`src/rtl/multi_phase_pwm.sv`:
```
// multi_phase_pwm: shadowed multi-channel PWM, edge or center aligned, with per-channel dead time and fault trip
module multi_phase_pwm #(
   parameter int NUM_CH = 3,
   parameter int CNT_W  = 16,
   parameter int DT_W   = 8
) (
   input  logic                    Clk,
   input  logic                    Reset_n,
   input  logic                    Enable,
   input  logic                    CenterAligned,
   input  logic [CNT_W-1:0]        Period,
   input  logic [NUM_CH*CNT_W-1:0] Duty,
   input  logic [DT_W-1:0]         DeadTime,
   input  logic                    Load,
   input  logic                    Irq_En,
   input  logic                    Fault_n,
   input  logic                    Fault_Clear,
   output logic [NUM_CH-1:0]       PWM_H,
   output logic [NUM_CH-1:0]       PWM_L,
   output logic                    Load_Pending,
   output logic                    Period_Irq,
   output logic                    Fault_Active
);
   localparam logic [CNT_W-1:0] ONE  = {{(CNT_W-1){1'b0}}, 1'b1};
   localparam logic [CNT_W:0]   ONE1 = {{CNT_W{1'b0}}, 1'b1};
   localparam logic [DT_W-1:0]  DT1  = {{(DT_W-1){1'b0}}, 1'b1};

   logic [CNT_W-1:0] count, p_act, p_sh, p_e, cnt_nx;
   logic [CNT_W:0]   d_act [NUM_CH];
   logic [CNT_W-1:0] d_sh  [NUM_CH];
   logic [DT_W-1:0]  dt_act, dt_sh;
   logic [DT_W-1:0]  dt_cnt [NUM_CH];
   logic [DT_W-1:0]  dt_c   [NUM_CH];
   logic [NUM_CH-1:0] raw, raw_q;
   logic down, down_nx, center, ctr_e, bnd, xfer, fault_nx;

   // duty saturates at P+1 so a full-scale request never wraps
   function automatic logic [CNT_W:0] clamp(input logic [CNT_W-1:0] d, input logic [CNT_W-1:0] p);
      return ({1'b0, d} > {1'b0, p} + ONE1) ? {1'b0, p} + ONE1 : {1'b0, d};
   endfunction

   // next count, boundary/transfer decode, raw compare and per-channel dead-time start value
   always_comb begin
      bnd      = Enable && count == '0;
      xfer     = bnd && Load_Pending;
      p_e      = xfer ? p_sh : p_act;
      ctr_e    = bnd ? CenterAligned : center;
      fault_nx = !Fault_n || (Fault_Active && !Fault_Clear);
      cnt_nx   = '0;
      down_nx  = 1'b0;
      if (p_e == '0) begin
         cnt_nx  = '0;
         down_nx = 1'b0;
      end else if (!ctr_e) begin
         cnt_nx  = (count >= p_e) ? '0 : count + ONE;
         down_nx = 1'b0;
      end else if (down) begin
         cnt_nx  = count - ONE;
         down_nx = count != ONE;
      end else begin
         cnt_nx  = count + ONE;
         down_nx = {1'b0, count} + ONE1 >= {1'b0, p_e};
      end
      for (int i = 0; i < NUM_CH; i++) begin
         raw[i]  = {1'b0, count} < d_act[i];
         dt_c[i] = (raw[i] != raw_q[i]) ? dt_act : dt_cnt[i];
      end
   end

   // counter, shadow/active registers, fault latch, interrupt and gate outputs
   always_ff @(posedge Clk) begin
      if (!Reset_n) begin
         count        <= '0;
         down         <= 1'b0;
         center       <= 1'b0;
         p_act        <= '0;
         p_sh         <= '0;
         dt_act       <= '0;
         dt_sh        <= '0;
         raw_q        <= '0;
         PWM_H        <= '0;
         PWM_L        <= '0;
         Load_Pending <= 1'b0;
         Period_Irq   <= 1'b0;
         Fault_Active <= 1'b0;
         for (int i = 0; i < NUM_CH; i++) begin
            d_act[i]  <= '0;
            d_sh[i]   <= '0;
            dt_cnt[i] <= '0;
         end
      end else begin
         Period_Irq   <= bnd && Irq_En;
         Fault_Active <= fault_nx;
         raw_q        <= raw;
         if (!Enable) begin
            count  <= '0;
            down   <= 1'b0;
            center <= CenterAligned;
            PWM_H  <= '0;
            PWM_L  <= '0;
            if (Load) begin
               p_sh         <= Period;
               p_act        <= Period;
               dt_sh        <= DeadTime;
               dt_act       <= DeadTime;
               Load_Pending <= 1'b0;
            end
            for (int i = 0; i < NUM_CH; i++) begin
               dt_cnt[i] <= Load ? DeadTime : dt_act;
               if (Load) begin
                  d_sh[i]  <= Duty[i*CNT_W +: CNT_W];
                  d_act[i] <= clamp(Duty[i*CNT_W +: CNT_W], Period);
               end
            end
         end else begin
            count  <= cnt_nx;
            down   <= down_nx;
            center <= ctr_e;
            if (xfer) begin
               p_act  <= p_sh;
               dt_act <= dt_sh;
            end
            if (Load) begin
               p_sh         <= Period;
               dt_sh        <= DeadTime;
               Load_Pending <= 1'b1;
            end else if (bnd) begin
               Load_Pending <= 1'b0;
            end
            for (int i = 0; i < NUM_CH; i++) begin
               if (xfer) d_act[i] <= clamp(d_sh[i], p_sh);
               if (Load) d_sh[i] <= Duty[i*CNT_W +: CNT_W];
               if (fault_nx) begin
                  PWM_H[i]  <= 1'b0;
                  PWM_L[i]  <= 1'b0;
                  dt_cnt[i] <= dt_act;
               end else if (dt_c[i] == '0) begin
                  PWM_H[i]  <= raw[i];
                  PWM_L[i]  <= !raw[i];
                  dt_cnt[i] <= '0;
               end else begin
                  PWM_H[i]  <= 1'b0;
                  PWM_L[i]  <= 1'b0;
                  dt_cnt[i] <= dt_c[i] - DT1;
               end
            end
         end
      end
   end
endmodule

```
`config.mk`:
```
export PLATFORM = sky130hd
export DESIGN_NAME = multi_phase_pwm
export DESIGN_NICKNAME = d
export VERILOG_FILES = /design/src/rtl/multi_phase_pwm.sv
export SDC_FILE = /design/constraint.sdc
export NUM_CORES = 1
export LEC_CHECK = 0
export CORE_UTILIZATION = 55
export DETAILED_ROUTE_END_ITERATION = 16
export GPL_TIMING_DRIVEN = 1
export PLACE_DENSITY_LB_ADDON = 0.3
export SLEW_MARGIN = 20
export SYNTH_ARGS = -nofsm -noshare
export SYNTH_HDL_FRONTEND = slang
export SYNTH_SLANG_ARGS = --single-unit
```
`constraint.sdc`:
```
create_clock -name Clk -period 4.14 [get_ports Clk]
set_input_delay 0.828 -clock Clk [delete_from_list [all_inputs] [get_ports Clk]]
set_output_delay 0.828 -clock Clk [all_outputs]
set_load 0.05 [all_outputs]
```
# Word-level counts from Yosys, hierarchy flattened
# Memories as Yosys holds them, arrays and structs flattened.
# Cells that the tools add are included.
# totals
mem_bits_ro	0
inputBits	80
mem_count	3
latch_bits	0
output_inout_bits	9
ramBits	123
reg_bits	78
wordCells	195
# op_classes
n_eq_ne	5
bitwise	30
n_div	0
n_addsub	8
multipliers	0
reduce_logical	23
muxes	98
magnitude_cmp	11
shifts	0
# memory_table
memory	words	width	rd	rd_ports_with_merged_regs	write_ports	line_no	text
d_act	3	17	3	0	3	29	logic [CNT_W:0] d_act [NUM_CH];
d_sh	3	16	3	0	3	30	logic [CNT_W-1:0] d_sh [NUM_CH];
dt_cnt	3	8	3	0	3	32	logic [DT_W-1:0] dt_cnt [NUM_CH];
# op_table
cell	count
$mux W17	12
$mux W16	12
$mux W8	18
$gt A16 B17 Y1	6
$mux W1	56
$add A16 B1 Y17 const B	3
$lt A16 B17 Y1	3
$logic_not A16 Y1	2
$logic_not A8 Y1	3
$or A1 B1 Y1	24
$sub A8 B1 Y8 const B	3
$ge A17 B16 Y1	1
$add A16 B1 Y16 const B	1
$ge A16 B16 Y1	1
$ne A16 B1 Y1 const B	1
$reduce_or A4 Y1	4
$sub A16 B1 Y16 const B	1
$not A1 Y1	6
$logic_not A1 Y1	5
$logic_and A1 B1 Y1	4
$reduce_bool A2 Y1	2
$ne A1 B1 Y1	3
$reduce_or A3 Y1	1
$ne A2 B1 Y1 const B	1
other kinds (2)	2

# Logic depth before layout (Yosys ltp)
# depth
ltp_word	11
depth_mapped	18
depth_no_buf	17

# Worst setup path after synthesis
# OpenSTA, ideal clock, no wires.
# synth_path
path_kind	input to register
from	input Period[0]
to	memory d_act[0][43] (netlist bit), data pin
stages	15
setup_time_ps	281
slack_ps	158
t_required_ps	3859
path_buffers	2
t_arrival_ps	3702
path_cell_list	ha_1 > and3_1 > clkbuf_1 > nand4_1 > xor2_1 > ha_1 > a21o_1 > a21o_1 > a21oi_1 > o21a_1 > o311ai_0 > o21ai_2 > buf_2 > mux2i_1 > o311ai_0
# synth_lines
item	line_no	text
start, declared	11	input logic [CNT_W-1:0] Period,
end, declared	29	

==> flow_metrics.py <==
metrics = {
    "power": {
        "max-vdd-ir-drop_uv": 245,
        "p_leak_nw": 8.24,
        "power.density_nw_per_um2": 332,
        "finalPower_mw": 6.09,
    },
    "floorplan": {
        "floorplan.initialDensity_pct": 56.4,
        "row_count": 60,
        "die_h_microns": 169,
        "pin_count": 89,
        "die_w_microns": 169,
        "coreArea_sq_um": 27100,
        "dieArea_sq_um": 28400,
    },
    "timing": {
        "finalClockSkew_ns": 0.0134,
        "finalCritPeriodShare_pct": 97.3,
        "slew_headroom_pct": 23.7,
        "period_needed_ns": 4.03,
        "finalHoldViolations": 0,
        "finalSetupViolCount": 0,
        "fin_tns_setup_ns": 0,
        "tightest_slew_ns": 1.14,
        "slew_viol_final": 0,
        "timing.fmax_mhz": 248,
    },
    "yosys": {
        "synthTopCellsByArea": "edfxtp_1, ha_1, dfxtp_1, mux2i_1, o21ai_0",
        "synth_cells": 1620,
        "synth_edf_count": 123,
        "synthFlopType": "edfxtp_1",
        "ys_seq_area_share_pct": 34.4,
        "synth_top_area_share_pct": 24.2,
        "synth_common_cells": "ha_1, mux2i_1, nor2_1, edfxtp_1, o21ai_0",
        "ys_ff_latch": 201,
        "syn-cell-area_sq_um": 15300,
        "ys.warnings.count": 0,
        "synthArstFlopShare_pct": 0,
        "syn_avg_cell_area_sq_um": 9.43,
        "synth.largest_area_cell": "edfxtp_1",
        "synth_most_common_cell": "ha_1",
        "yosysUniqueCellTypes": 77,
    },
    "worst_setup_path": {
        "r2r_slack_ns": 0.20,
        "arrival_ns": 4.28,
        "reg2reg_from": "count[5]$_SDFF_PP0_",
        "critical_path_class": "primary input to flop",
        "crit_fanout": 16,
        "r2r-end": "count[10]$_SDFF_PP0_",
        "worst_setup_path_start_kind": "primary input",
        "r2r_cells": 15,
        "cp.required_ns": 4.39,
        "cp-end-kind": "flop",
    },
    "global_route": {
        "grt_max_degree": 91,
        "antenna_found_initial": 0,
        "grt_use_total_pct": 33.9,
        "grt_pass1_vias": 13400,
        "grt_first_pass_wirelength_microns": 74800,
        "overflow": 0,
    },
    "clocking": {
        "clk_pin_slew_worst_paths_ns": 0.06,
        "cts_tree": "done",
        "cts_inserted_buffers": 25,
        "ctsHoldBuffers": 0,
        "clock_tree.buffer_depth": 3,
        "clkSinkCount": 201,
        "clkLatencyLatePin_ns": 0.54,
        "htree_num_levels": 1,
        "cts-root-buf": "clkbuf_16",
    },
    "detailed_routing": {
        "drc": 0,
        "vias": 13700,
        "first_iter_violations": 1534,
        "antenna_left": 0,
        "drt-vias-per-instance": 6.19,
        "wl_per_cell_microns": 21.6,
        "drt_pass1_iterations": 5,
        "routed_wl_microns": 47700,
    },
    "job": {
        "maxCapViolCount": 0,
    },
    "hold_path": {
        "hold_depth": 2,
        "hp-start": "dt_sh[7]$_SDFFE_PN0P_",
        "hp-class": "flop to flop",
        "hold_end": "dt_sh[7]$_SDFFE_PN0P_",
    },
    "place": {
        "gp_congestion": 0.988,
        "io_buffers": 88,
        "hpwl_microns": 36600,
    },
    "layout": {
        "n_antenna_cell": 0,
        "area_growth_pct": 20.0,
        "drive_gt1_share_pct": 13.1,
        "nets": 2082,
    },
    "outcome": {
        "status": "finished clean",
    },
}
layer usage:
layer  vias up  routed length (microns)  part of all wire (%)  GRT usage (%)
met5         -                        0                     0              0
met4         0                     1600                   3.4           12.3
met3        99                     4170                   8.7           4.51
met2       638                    21700                    45           55.0
met1      6554                    20300                    42           46.4
li1       6380                        -                     -              -
timing repair:
| action | CTS | global route |
|---|---|---|
| gates resized for setup | 2 | 16 |
| pin swaps | 0 | 1 |
| endpoints found under the setup margin | 4 | 62 |
| setup buffers | 0 | 1 |
through the flow:
step           cells  worst slack, ns  cell area, sq um  utilization (%)  hold WS [ns]
5_1_grt         2208        -0.000814             18300             67.6         0.545
2_1_floorplan   1645            0.158             15400                -         0.461
3_5_place_dp    2161           -0.584             17500             64.5         0.481
6_report        2208            0.111             18300             67.6         0.493
3_3_place_gp    2161           -0.507             17500             64.5         0.476
4_1_cts         2207           0.0154             18300             67.4         0.495
registers in the layout, summed over array words and instances, names as in the netlist, 3 cells and up:
name,cells
d_act,51
dt_cnt,24
p_sh,16
PWM_L,3
dt_sh,8
PWM_H,3
raw_q,3
count,16
dt_act,8
d_sh,48
p_act,16
logic make-up (layout without fill, tap and decap cells):
logic type | after synthesis | count (layout) | share of synthesized area (%)
muxes | 157 | 157 | 10.5
adders and majority gates | 185 | 185 | 15.2
xor gates and xnor gates | 79 | 79 | 4.58
other | 2 | 27 | 0.0492
AOI/OAI and AO/OA | 329 | 329 | 13.6
and+or+nand+nor | 499 | 499 | 17.3
buffers and inverters | 168 | 359 | 4.37
DFF | 201 | 201 | 34.4
power breakdown:
group          internal (mW)  switching (mW)  total, mW
registers               2.28           0.118       2.40
clock network           1.24           0.883       2.13
logic                  0.694           0.870       1.56
total                   4.22            1.87       6.09
area by class of cell:
class                      instances  area (sq um)
fill                            2158          8780
multi-input combinational       1276          9510
sequential                       201          5260
inverter                          90           338
clock buffer                      35           703
clock inverter                    11          81.3
tap                              372           465
timing repair buffer             223          1970
worst max-delay path: stages:
cell and delay (ns):
clkdlybuf4s50_1 0.48, and4_2 0.28, nand4_1 0.12, buf_4 0.19
nor3_1 0.26, xnor2_1 0.20, buf_4 0.18, ha_1 0.24
a21o_1 0.20, a21oi_2 0.23, nand3b_1 0.20, a21oi_1 0.15
or3_1 0.18, buf_12 0.20, mux2i_1 0.21, o221ai_1 0.13
worst max-delay path by stage:
| stage | from | to | slack (ns) | depth (start not counted) |
|---|---|---|---|---|
| 2_1_floorplan | Period[0] | d_act[0][43]$_DFFE_PP_ | 0.16 | 15 |
| 3_3_place_gp | Period[0] | d_act[0][13]$_DFFE_PP_ | -0.51 | 16 |
| 3_5_place_dp | Period[1] | d_act[0][15]$_DFFE_PP_ | -0.58 | 16 |
| 4_1_cts | count[10]$_SDFF_PP0_ | count[15]$_SDFF_PP0_ | 0.02 | 15 |
| 5_1_grt | p_sh[5]$_SDFFE_PN0P_ | d_act[0][35]$_DFFE_PP_ | -0.0008 | 18 |
| 6_report | Period[5] | d_act[0][15]$_DFFE_PP_ | 0.11 | 16 |
placed cells by master (no fill, tap or decap), drive strengths merged, types with 14 or more instances in the layout:
| cell type | Yosys | routed |
|---|---|---|
| ha | 185 | 185 |
| buf | 21 | 137 |
| mux2i | 134 | 134 |
| nor2 | 129 | 129 |
| edfxtp | 123 | 123 |
| o21ai | 108 | 108 |
| inv | 90 | 93 |
| clkdlybuf4s50 | 0 | 86 |
| a21oi | 85 | 85 |
| dfxtp | 78 | 78 |
| nand2 | 67 | 67 |
| and3 | 61 | 61 |
| nand3 | 44 | 44 |
| xnor2 | 43 | 43 |
| xor2 | 36 | 36 |
| clkbuf | 57 | 35 |
| nand4 | 31 | 31 |
| nor3 | 30 | 30 |
| and2 | 28 | 28 |
| conb | 2 | 27 |
| mux2 | 23 | 23 |
| a21o | 23 | 23 |
| nor2b | 22 | 22 |
| nor4 | 20 | 20 |
| o22ai | 18 | 18 |
| o221ai | 16 | 16 |
| nand2b | 16 | 16 |
| a211oi | 14 | 14 |
Note: power is estimated with default switching activity, not from simulation.
